===== src/rtl/result_p2s_tx.sv =====
// result_p2s_tx: output stage after the ratio x sine datapath.
// Each result word is queued in a small FIFO and sent as a framed serial
// stream, one bit per clock: start (0), DATA_W data bits MSB first, an
// optional parity bit, then STOP_LEN stop bits (1). The upstream source
// cannot be stalled, so a word offered while the FIFO is full is dropped
// and the sticky overflow flag is set.
// Optional feature macro: PARITY_EN (adds an even-parity bit after the data).
module result_p2s_tx #(
    parameter int unsigned DATA_W   = 12,
    parameter int unsigned DEPTH    = 4,
    parameter int unsigned STOP_LEN = 1
) (
    input  logic                   clk,
    input  logic                   rst,
    input  logic [DATA_W-1:0]      din,
    input  logic                   din_valid,
    output logic                   din_ready,
    output logic                   sout,
    output logic                   sout_frame,
    output logic                   busy,
    output logic [$clog2(DEPTH):0] fifo_cnt,
    output logic                   overflow
);

    localparam int unsigned AW  = $clog2(DEPTH);
    localparam int unsigned BCW = $clog2(DATA_W + 1);
    localparam int unsigned SCW = (STOP_LEN > 1) ? $clog2(STOP_LEN) : 1;

    localparam logic [BCW-1:0] BitLast  = BCW'(DATA_W - 1);
    localparam logic [SCW-1:0] StopLast = SCW'(STOP_LEN - 1);
    localparam logic [AW:0]    CntFull  = (AW + 1)'(DEPTH);

`ifdef PARITY_EN
    typedef enum logic [2:0] {StIdle, StStart, StData, StParity, StStop} state_e;
`else
    typedef enum logic [1:0] {StIdle, StStart, StData, StStop} state_e;
`endif

    // FIFO state
    logic [DATA_W-1:0] mem_q [DEPTH];
    logic [AW-1:0]     wr_ptr_q;
    logic [AW-1:0]     rd_ptr_q;
    logic [AW:0]       cnt_q;
    logic [AW:0]       cnt_d;
    logic              ovf_q;
    logic              push;
    logic              pop;
    logic [DATA_W-1:0] head;

    // Transmitter state
    state_e            state_q;
    logic [DATA_W-1:0] shift_q;
    logic [BCW-1:0]    bit_cnt_q;
    logic [SCW-1:0]    stop_cnt_q;
    logic              sout_q;
    logic              frame_q;
`ifdef PARITY_EN
    logic              par_q;
`endif

    // Ready depends only on the current count, so a full FIFO never accepts
    // even in a cycle where the transmitter pops.
    assign din_ready = (cnt_q != CntFull);
    assign push      = din_valid && din_ready;
    assign head      = mem_q[rd_ptr_q];

    // Pop when idle, or on the last stop cycle so frames run back-to-back.
    assign pop = (cnt_q != '0) &&
                 ((state_q == StIdle) || ((state_q == StStop) && (stop_cnt_q == '0)));

    assign sout       = sout_q;
    assign sout_frame = frame_q;
    assign busy       = (state_q != StIdle) || (cnt_q != '0);
    assign fifo_cnt   = cnt_q;
    assign overflow   = ovf_q;

    // Occupancy update: simultaneous push and pop leaves the count unchanged.
    always_comb begin
        cnt_d = cnt_q;
        unique case ({push, pop})
            2'b10:   cnt_d = cnt_q + 1'b1;
            2'b01:   cnt_d = cnt_q - 1'b1;
            default: cnt_d = cnt_q;
        endcase
    end

    // FIFO pointers, count and sticky overflow; pointers wrap naturally at DEPTH.
    always_ff @(posedge clk) begin
        if (rst) begin
            wr_ptr_q <= '0;
            rd_ptr_q <= '0;
            cnt_q    <= '0;
            ovf_q    <= 1'b0;
        end else begin
            if (push) begin
                wr_ptr_q <= wr_ptr_q + 1'b1;
            end
            if (pop) begin
                rd_ptr_q <= rd_ptr_q + 1'b1;
            end
            cnt_q <= cnt_d;
            if (din_valid && !din_ready) begin
                ovf_q <= 1'b1;
            end
        end
    end

    // FIFO storage; contents are don't-care until written, so no reset.
    always_ff @(posedge clk) begin
        if (push) begin
            mem_q[wr_ptr_q] <= din;
        end
    end

    // Frame sequencer; sout/sout_frame are registered from the current state,
    // so the line lags the state by one cycle.
    always_ff @(posedge clk) begin
        if (rst) begin
            state_q    <= StIdle;
            shift_q    <= '0;
            bit_cnt_q  <= '0;
            stop_cnt_q <= '0;
            sout_q     <= 1'b1;
            frame_q    <= 1'b0;
`ifdef PARITY_EN
            par_q      <= 1'b0;
`endif
        end else begin
            case (state_q)
                StIdle: begin
                    sout_q  <= 1'b1;
                    frame_q <= 1'b0;
                    if (pop) begin
                        shift_q <= head;
`ifdef PARITY_EN
                        par_q   <= ^head;
`endif
                        state_q <= StStart;
                    end
                end
                StStart: begin
                    sout_q    <= 1'b0;
                    frame_q   <= 1'b1;
                    bit_cnt_q <= BitLast;
                    state_q   <= StData;
                end
                StData: begin
                    sout_q  <= shift_q[DATA_W-1];
                    frame_q <= 1'b1;
                    shift_q <= {shift_q[DATA_W-2:0], 1'b0};
                    if (bit_cnt_q == '0) begin
`ifdef PARITY_EN
                        state_q    <= StParity;
`else
                        stop_cnt_q <= StopLast;
                        state_q    <= StStop;
`endif
                    end else begin
                        bit_cnt_q <= bit_cnt_q - 1'b1;
                    end
                end
`ifdef PARITY_EN
                StParity: begin
                    sout_q     <= par_q;
                    frame_q    <= 1'b1;
                    stop_cnt_q <= StopLast;
                    state_q    <= StStop;
                end
`endif
                StStop: begin
                    sout_q  <= 1'b1;
                    frame_q <= 1'b1;
                    if (stop_cnt_q == '0) begin
                        if (pop) begin
                            shift_q <= head;
`ifdef PARITY_EN
                            par_q   <= ^head;
`endif
                            state_q <= StStart;
                        end else begin
                            state_q <= StIdle;
                        end
                    end else begin
                        stop_cnt_q <= stop_cnt_q - 1'b1;
                    end
                end
                default: begin
                    sout_q  <= 1'b1;
                    frame_q <= 1'b0;
                    state_q <= StIdle;
                end
            endcase
        end
    end

endmodule

===== config.mk =====
export PLATFORM = sky130hd
export DESIGN_NAME = result_p2s_tx
export DESIGN_NICKNAME = d
export VERILOG_FILES = /design/src/rtl/result_p2s_tx.sv
export SDC_FILE = /design/constraint.sdc
export NUM_CORES = 1
export LEC_CHECK = 0
export CAP_MARGIN = 20
export CORE_ASPECT_RATIO = 0.8
export CORE_MARGIN = 2
export CORE_UTILIZATION = 65
export CTS_BUF_LIST = sky130_fd_sc_hd__clkbuf_4 sky130_fd_sc_hd__clkbuf_8
export DETAILED_ROUTE_END_ITERATION = 10
export PLACE_DENSITY = 0.85
export SETUP_SLACK_MARGIN = 0.05
export SYNTH_ARGS = -nofsm -noshare
export SYNTH_HDL_FRONTEND = slang
export SYNTH_SLANG_ARGS = --single-unit

===== constraint.sdc =====
create_clock -name clk -period 4.35 [get_ports clk]
set_clock_uncertainty 0.15 [all_clocks]
set_input_delay 0.87 -clock clk [delete_from_list [all_inputs] [get_ports clk]]
set_output_delay 0.87 -clock clk [all_outputs]
set_load 0.005 [all_outputs]

# Yosys cells after proc, flatten, opt, wreduce, memory -nomap -nowiden
# Memory sizes are Yosys's and may differ from the RTL's. A register that Yosys moved wholly into a read port is not among the register bits.
# Cells that the tools add are included.
[totals]
ff_bits = 29
mem_bits_rw = 48
input_bits = 15
output_inout_bits = 8
word_cells = 69
mem_count = 1
[classes]
addsub = 6
n_eq_ne = 10
muxes = 20
bitwise_logic = 1
reduce_logical = 21
[mem_list]
columns = ["name", "depth", "width", "read_ports", "rd_ports_with_merged_regs", "wr", "line", "text"]
rows = [
  ["mem_q", 4, 12, 1, 1, 1, "40", "logic [DATA_W-1:0] mem_q [DEPTH];"],
]
[op_table]
columns = ["cell", "n"]
rows = [
  ["case mux 12 bit (3 select lines)", 1],
  ["2-to-1 mux 12 bit", 2],
  ["2-to-1 mux 2 bit", 5],
  ["inequality test 2 bit (second input constant)", 4],
  ["case mux 2 bit (4 select lines)", 1],
  ["case mux 4 bit (2 select lines)", 1],
  ["nonzero test 2 bit", 4],
  ["equality test 2 bit (second input constant)", 3],
  ["case mux 3 bit (2 select lines)", 1],
  ["AND reduction 2 bit", 3],
  ["nonzero test 3 bit", 2],
  ["2-to-1 mux 1 bit", 5],
  ["adder 2 x 1 -> 2 bit (second input constant)", 2],
  ["equality test 2 x 1 -> 1 bit (second input constant)", 2],
  ["logical AND 1 bit", 4],
  ["logical NOT 4 bit", 1],
  ["2-to-1 mux 4 bit", 1],
  ["case mux 1 bit (2 select lines)", 2],
  ["subtractor 4 x 1 -> 4 bit (second input constant)", 1],
  ["adder 3 x 1 -> 3 bit (second input constant)", 1],
  ["inequality test 3 bit (second input constant)", 1],
  ["case mux 1 bit (3 select lines)", 1],
  ["AND reduction 3 bit", 1],
  ["OR reduction 3 bit", 1],
  ["other kinds (7)", 8],
]

# Depth between registers and ports, before layout
# Gate-level depths: netlist of the first run.
[depth]
ltp_word = 7
depth_mapped = 9

# Least setup slack after synthesis of the first run
# OpenSTA, ideal clock, no wires.
[synth_path]
path_kind = "reg2reg"
from = "reg cnt_q[2], in the netlist fifo_cnt[2]"
to = "reg cnt_q[2], in the netlist fifo_cnt[2]"
setup_time_ns = 0.070
t_arrival_ns = 2.242
t_required_ns = 4.130
setup_slack_ns = 1.888
stages_incl_launch_ff = 10
path_buffers = 0
cell_sequence = "dfxtp_1 > or3b_1 > and2_1 > inv_1 > ha_1 > inv_1 > fa_1 > xor2_1 > or3_1 > a21oi_1"
[synth_between]
elab_chain_len = 4
elab_cells_between_ends = 10
classes_between = "add/sub (2); eq/ne (3); mux (1); reduce/logical (4)"
[synth_rtl]
columns = ["element", "line", "text"]
rows = [
  ["start: declaration", "43", "logic [AW:0] cnt_q;"],
  ["start signal: assignment", "101", "cnt_q <= cnt_d;"],
  ["inequality test 3 bit (*)", "63", "assign din_ready = (cnt_q != CntFull);"],
  ["net din_ready", "17", "output logic din_ready,"],
  ["logical AND 1 bit (*)", "64", "assign push = din_valid && din_ready;"],
  ["equality test 2 x 1 -> 1 bit / equality test 2 bit (equally long branches)", "80", "unique case ({push, pop})"],
  ["case mux 3 bit (2 select lines) / nonzero test 2 bit (equally long branches)", "--", ""],
]
# The timed path passes the listed nets; every way through them passes the cells marked *.
# A chain may end at the register's enable or synchronous reset.

# Worst setup path in the final report of the first run
[layout_path]
from = "in din_valid"
to = "reg cnt_q[2], in the netlist fifo_cnt[2]"
[layout_between]
elab_chain_len = 3
elab_cells_between_ends = 5
classes_between = "eq/ne (2); mux (1); reduce/logical (2)"
[layout_rtl]
columns = ["element", "line", "text"]
rows = [
  ["start: declaration", "16", "input logic din_valid,"],
  ["logical AND 1 bit (*)", "64", ""],
  ["equality test 2 x 1 -> 1 bit / equality test 2 bit (equally long branches)", "80", ""],
  ["case mux 3 bit (2 select lines) / nonzero test 2 bit (equally long branches)", "--", ""],
]
# Mark *: on every way between the ends. The rest lies on a longest branch, timed or not.

==> results.yml, run 1 <==
clock_tree:
  cts_resized: 0
  htreeDepth: 3
  clkSinkCount: 78
  clk_pin_slew_ns: 0.07
  clk_path_buf_depth: 2
  cts_tree: "done"
  post-cts-setup-buffers: 0
  hold_buffers: 0
  clkLatencyLatePin_ns: 0.34
  cts_root_buf: "clkbuf_8"
  cts_made_buffers: 9
flow_run:
  maxCapViolCount: 0
setup_path:
  required_ns: 4.47
  start_kind: "primary input"
  critical_path_arrival_ns: 2.88
  endpoint_kind: "register"
  worst-path-max-fanout: 6
  criticalPathCategory: "in2reg"
  worstRegToRegCells: 9
yosys:
  yosysSeqAreaShare_pct: 64.5
  ys_ff_latch: 78
  synth_cell_types: 34
  syn_area_um2: 3160
  synth-async-reset-ratio_pct: 0
  synth-edff-count: 48
  synth_nets: 257
  yosysWarnings: 0
  avgSynthCellArea_um2: 13.8
  synth_top_cell_area_share_pct: 45.6
  synthTopCellsByCount: "48 x edfxtp_1, 30 x dfxtp_1, 26 x nand2_1"
  synth_area_leaders: "edfxtp_1 46%, dfxtp_1 19%, mux4_2 8.5%"
  synth_area_leader_cell: "edfxtp_1"
  synth-main-ff-cell: "edfxtp_1"
  synth.most_common_cell: "edfxtp_1"
  syn_inst: 229
detailed_routing:
  ant_nets: 0
  routed_wl_mm: 5.45
  drt_first_iter_violations: 144
  drt-pass1-iter-count: 4
  vias: 1812
  post-route-drc-count: 0
  viasPerCell: 5.68
  wire_per_inst_um: 17.1
sta:
  slew_violations: 0
  final_hold_viol_count: 0
  slew_headroom_pct: 42.9
  setup_violations: 0
  tightest_slew_ns: 0.855
  rsz0062_at_grt: "no"
  fmax_mhz: 363
  fin_crit_ns: 2.76
  finalCritPeriodShare_pct: 63.4
  tns_ns: 0
die:
  die_x_um: 82.0
  dieArea_um2: 5450
  pin_count: 23
  die-height_um: 66.4
  start_util_pct: 68.4
  rows: 22
  design.core.area_um2: 4620
hold_path:
  whs_path_depth: 2
  worst_hold_path_type: "reg2reg"
layout:
  n_fill_cell: 256
  nNetsFinal: 282
  syn2layout_area_growth_pct: 15.5
  antenna_cells: 0
  fin_util_pct: 79.0
  layout-drive-gt1-share_pct: 13.1
power:
  vdd_ir_drop_max_v: 0.000401
  power_density_nw_per_um2: 671
  p_total_mw: 2.45
  p_leak_nw: 1.28
global_routing:
  grt_max_degree: 31
  grt_usage_pct: 22.8
  grt_antenna_before_repair: 0
  grt_pass1_vias: 1774
  grt-ovfl-total: 0
  grt_pass1_wl_mm: 8.62
placement:
  dp_hpwl_mm: 3.60
  numPortBuffers: 22
  place_congestion: 0.810
run_status:
  status: "complete, no violations"
-- metrics by stage --
stage | hold WS, ns | setup slack [ns] | instances | cell area [um^2]
floorplan | 0.305 | 1.89 | 229 | 3160
global placement | 0.311 | 1.33 | 302 | 3430
detailed placement | 0.318 | 1.24 | 302 | 3430
CTS | 0.328 | 1.59 | 318 | 3630
global route | 0.347 | 1.53 | 319 | 3650
finish | 0.327 | 1.59 | 319 | 3650
-- critical path: stages --
cell	delay [ns]
clkdlybuf4s50_1	0.48
and2_1	0.21
inv_1	0.08
ha_1	0.18
inv_1	0.06
fa_1	0.37
xor2_1	0.15
or3_1	0.31
a21oi_1	0.16
-- path summary, 6_finish.rpt --
kind                     from          end  slack, ns
setup / recovery    din_valid  fifo_cnt[2]       1.59
hold / removal    shift_q[10]  shift_q[11]       0.33
setup reg to reg   state_q[0]  fifo_cnt[2]       1.62
hold reg to reg   shift_q[10]  shift_q[11]       0.33
-- final cells by class --
type / count / area (um^2) / share of cell area (%)
multi-input combinational: 129 / 1030 / 28.3
clock inverter: 4 / 47.5 / 1.30
timing repair buffer: 25 / 263 / 7.19
tap: 60 / 75.1 / 2.05
inverter: 11 / 41.3 / 1.13
sequential: 78 / 2040 / 55.9
clock buffer: 12 / 153 / 4.18
-- flip-flops by register name, summed over array words and instances (netlist names), named ones only --
name / count
rd_ptr_q: 2
overflow: 1
sout: 1
sout_frame: 1
wr_ptr_q: 2
bit_cnt_q: 4
fifo_cnt: 3
shift_q: 12
mem_q: 48
state_q: 2
-- where the power goes --
group	leakage, nW	internal [mW]	switching (mW)
clock network	0.103	0.292	0.239
registers	0.687	0.956	0.117
logic	0.490	0.397	0.451
total	1.28	1.64	0.807
-- layer usage --
metal  wire, um  GRT usage [%]  up-vias
li1           -              -      893
met1       2480           31.1      879
met2       2690           34.5       34
met3        233           8.47        6
met4         45           6.67        0
met5          0              0        -
-- kinds of logic after synthesis --
kind of cell             synth area share (%)
multiplexers                             9.17
adder cells (fa/ha/maj)                  5.38
AO/OA/AOI/OAI                            6.60
AND/OR/NAND/NOR                          9.85
flip-flops                               64.5
XOR/XNOR                                 1.66
buffers and inverters                    2.81
-- layout by cell type (no fill, tap or decap), drive strengths merged, types with 3 or more instances in the layout --
cell / instances
edfxtp: 48
dfxtp: 30
nand2: 26
nor2: 24
clkdlybuf4s50: 22
a311oi: 13
mux4: 12
ha: 12
clkbuf: 12
inv: 11
a21oi: 6
and3: 4
a211oi: 4
nor3: 3
xnor2: 3
xor2: 3
buf: 3
Power figures use the tool's default switching activity.
==> inputs of run 2 (changes only) <==
Settings changed: CORE_UTILIZATION 65 to 54, PLACE_DENSITY 0.85 to 0.75.
Clock period 4.35 ns to 2.32 ns, I/O delays scaled along.
==> results.yml, run 2 (same netlist as run 1, synthesis figures left out) <==
sta:
  tightest_slew_ns: 0.378
  slew_violations: 0
  fmax_mhz: 450
  finalCritPeriodShare_pct: 95.9
  rsz0062_at_grt: "yes"
  slew_headroom_pct: 74.6
  fin_crit_ns: 2.22
  final_hold_viol_count: 0
  tns_ns: 0
  setup_violations: 0
clock_tree:
  cts_made_buffers: 9
  clk_path_buf_depth: 2
  htreeDepth: 3
  clk_pin_slew_ns: 0.07
  clkLatencyLatePin_ns: 0.34
  cts_tree: "done"
  cts_root_buf: "clkbuf_8"
  clkSinkCount: 78
layout:
  layout-drive-gt1-share_pct: 23.6
  final_cell_mix: "48 x edfxtp_1, 27 x dfxtp_1, 26 x nand2_1, 23 x nor2_1, 23 x buf_4"
  final-instance-count-excl-fill: 358
  fin_util_pct: 69.2
  antenna_cells: 0
  largest-register: "mem_q"
  largest_reg_flops: 48
  nNetsFinal: 303
  syn2layout_area_growth_pct: 21.5
  final_common_cell: "edfxtp_1"
  top_regs: "mem_q (48), shift_q (12), bit_cnt_q (4)"
placement:
  numPortBuffers: 22
  dpl.cell_count: 340
  place_congestion: 0.709
  dp_hpwl_mm: 3.70
setup_path:
  slowest_stage: "or3b_4"
  critPathBufInv: 2
  worst-path-max-fanout: 4
  critical_path_arrival_ns: 2.35
  crit_family: "simple AND/OR/NAND/NOR gates"
  worstSetupStartpoint: "fifo_cnt[0]"
  cpPeakStageDelay_ns: 0.41
  start_kind: "register"
  required_ns: 2.44
  criticalPathCategory: "reg2reg"
  worstPathCellList: "or3b_4 > and2_4 > inv_4 > ha_4 > inv_1 > fa_2 > xor2_1 > or3_1 > a21oi_1"
  endpoint_kind: "register"
  r2r_start: "fifo_cnt[0]"
global_routing:
  grtUsageMet2_pct: 29.2
  grtUsageMet3_pct: 7.28
  use_met1_pct: 25.0
  grt_pass1_vias: 1804
  grt_antenna_before_repair: 0
  top_usage_layer: "met2"
  grt_usage_pct: 18.9
  grt_max_degree: 24
  grt-ovfl-total: 0
  grt_pass1_wl_mm: 8.89
die:
  design.core.area_um2: 5560
  dieArea_um2: 6490
  die_x_um: 89.6
  start_util_pct: 57.0
  die-height_um: 72.5
  rows: 24
  pin_count: 23
detailed_routing:
  ant_nets: 0
  routed_wl_mm: 5.43
  wire_per_inst_um: 15.2
  drt-pass1-iter-count: 4
  vias: 1904
  viasPerCell: 5.32
  post-route-drc-count: 0
  drt_first_iter_violations: 95
flow_run:
  maxCapViolCount: 0
run_status:
  status: "complete, no violations"
power:
  p_leak_nw: 1.37
  vdd_ir_drop_max_v: 0.000648
  power_density_nw_per_um2: 1250
  p_total_mw: 4.79
hold_path:
  worst_hold_path_type: "reg2reg"
  min_from: "shift_q[8]"
-- run 2: metrics by stage --
stage	instance area, um^2	setup WS (ns)	hold slack (ns)
5_1_grt	3840	0.0221	0.351
4_1_cts	3830	0.0533	0.328
6_report	3840	0.0961	0.328
2_1_floorplan	3200	0.0570	0.305
3_3_place_gp	3650	-0.0797	0.315
3_5_place_dp	3650	-0.122	0.318
-- run 2: worst paths after layout --
check	endpoint	slack, ns	cells after the start
worst min-delay path	shift_q[9]	0.33	2
worst max-delay path	fifo_cnt[2]	0.1	9
worst min register to register	shift_q[9]	0.33	2
worst max register to register	fifo_cnt[2]	0.1	9
-- run 2: what timing repair did --
item,4_1_cts,5_1_grt
pin swaps,0,2
setup buffers,1,1
resized for setup,3,1
setup endpoints to repair,1,1
hold buffers,0,0
gates cloned,0,0
-- run 2: tightest hold or removal path, stage by stage (launching register included) --
cell	delay [ns]
dfxtp_1	0.31
nand2_1	0.05
a311oi_1	0.07
-- run 2: area by class of cell --
| type | count | area [um^2] |
|---|---|---|
| Clock buffer | 11 | 139 |
| Clock inverter | 5 | 36.3 |
| Fill cell | 393 | 1710 |
| Inverter | 11 | 43.8 |
| Multi-Input combinational cell | 129 | 1070 |
| Sequential cell | 78 | 2050 |
| Tap cell | 78 | 97.6 |
| Timing Repair Buffer | 46 | 412 |
-- run 2: routing by layer --
layer	vias up	part of all wire (%)
met5	-	0
met4	0	0.98
met3	4	4.0
met2	36	48
met1	924	47
li1	940	-
-- run 2: power breakdown --
part           leakage (nW)  total, mW  switching [mW]  internal, mW
clock network        0.0824      0.875           0.463         0.412
registers             0.688       1.93           0.133          1.79
logic                 0.596       1.99           0.992         0.997
total                  1.37       4.79            1.59          3.20
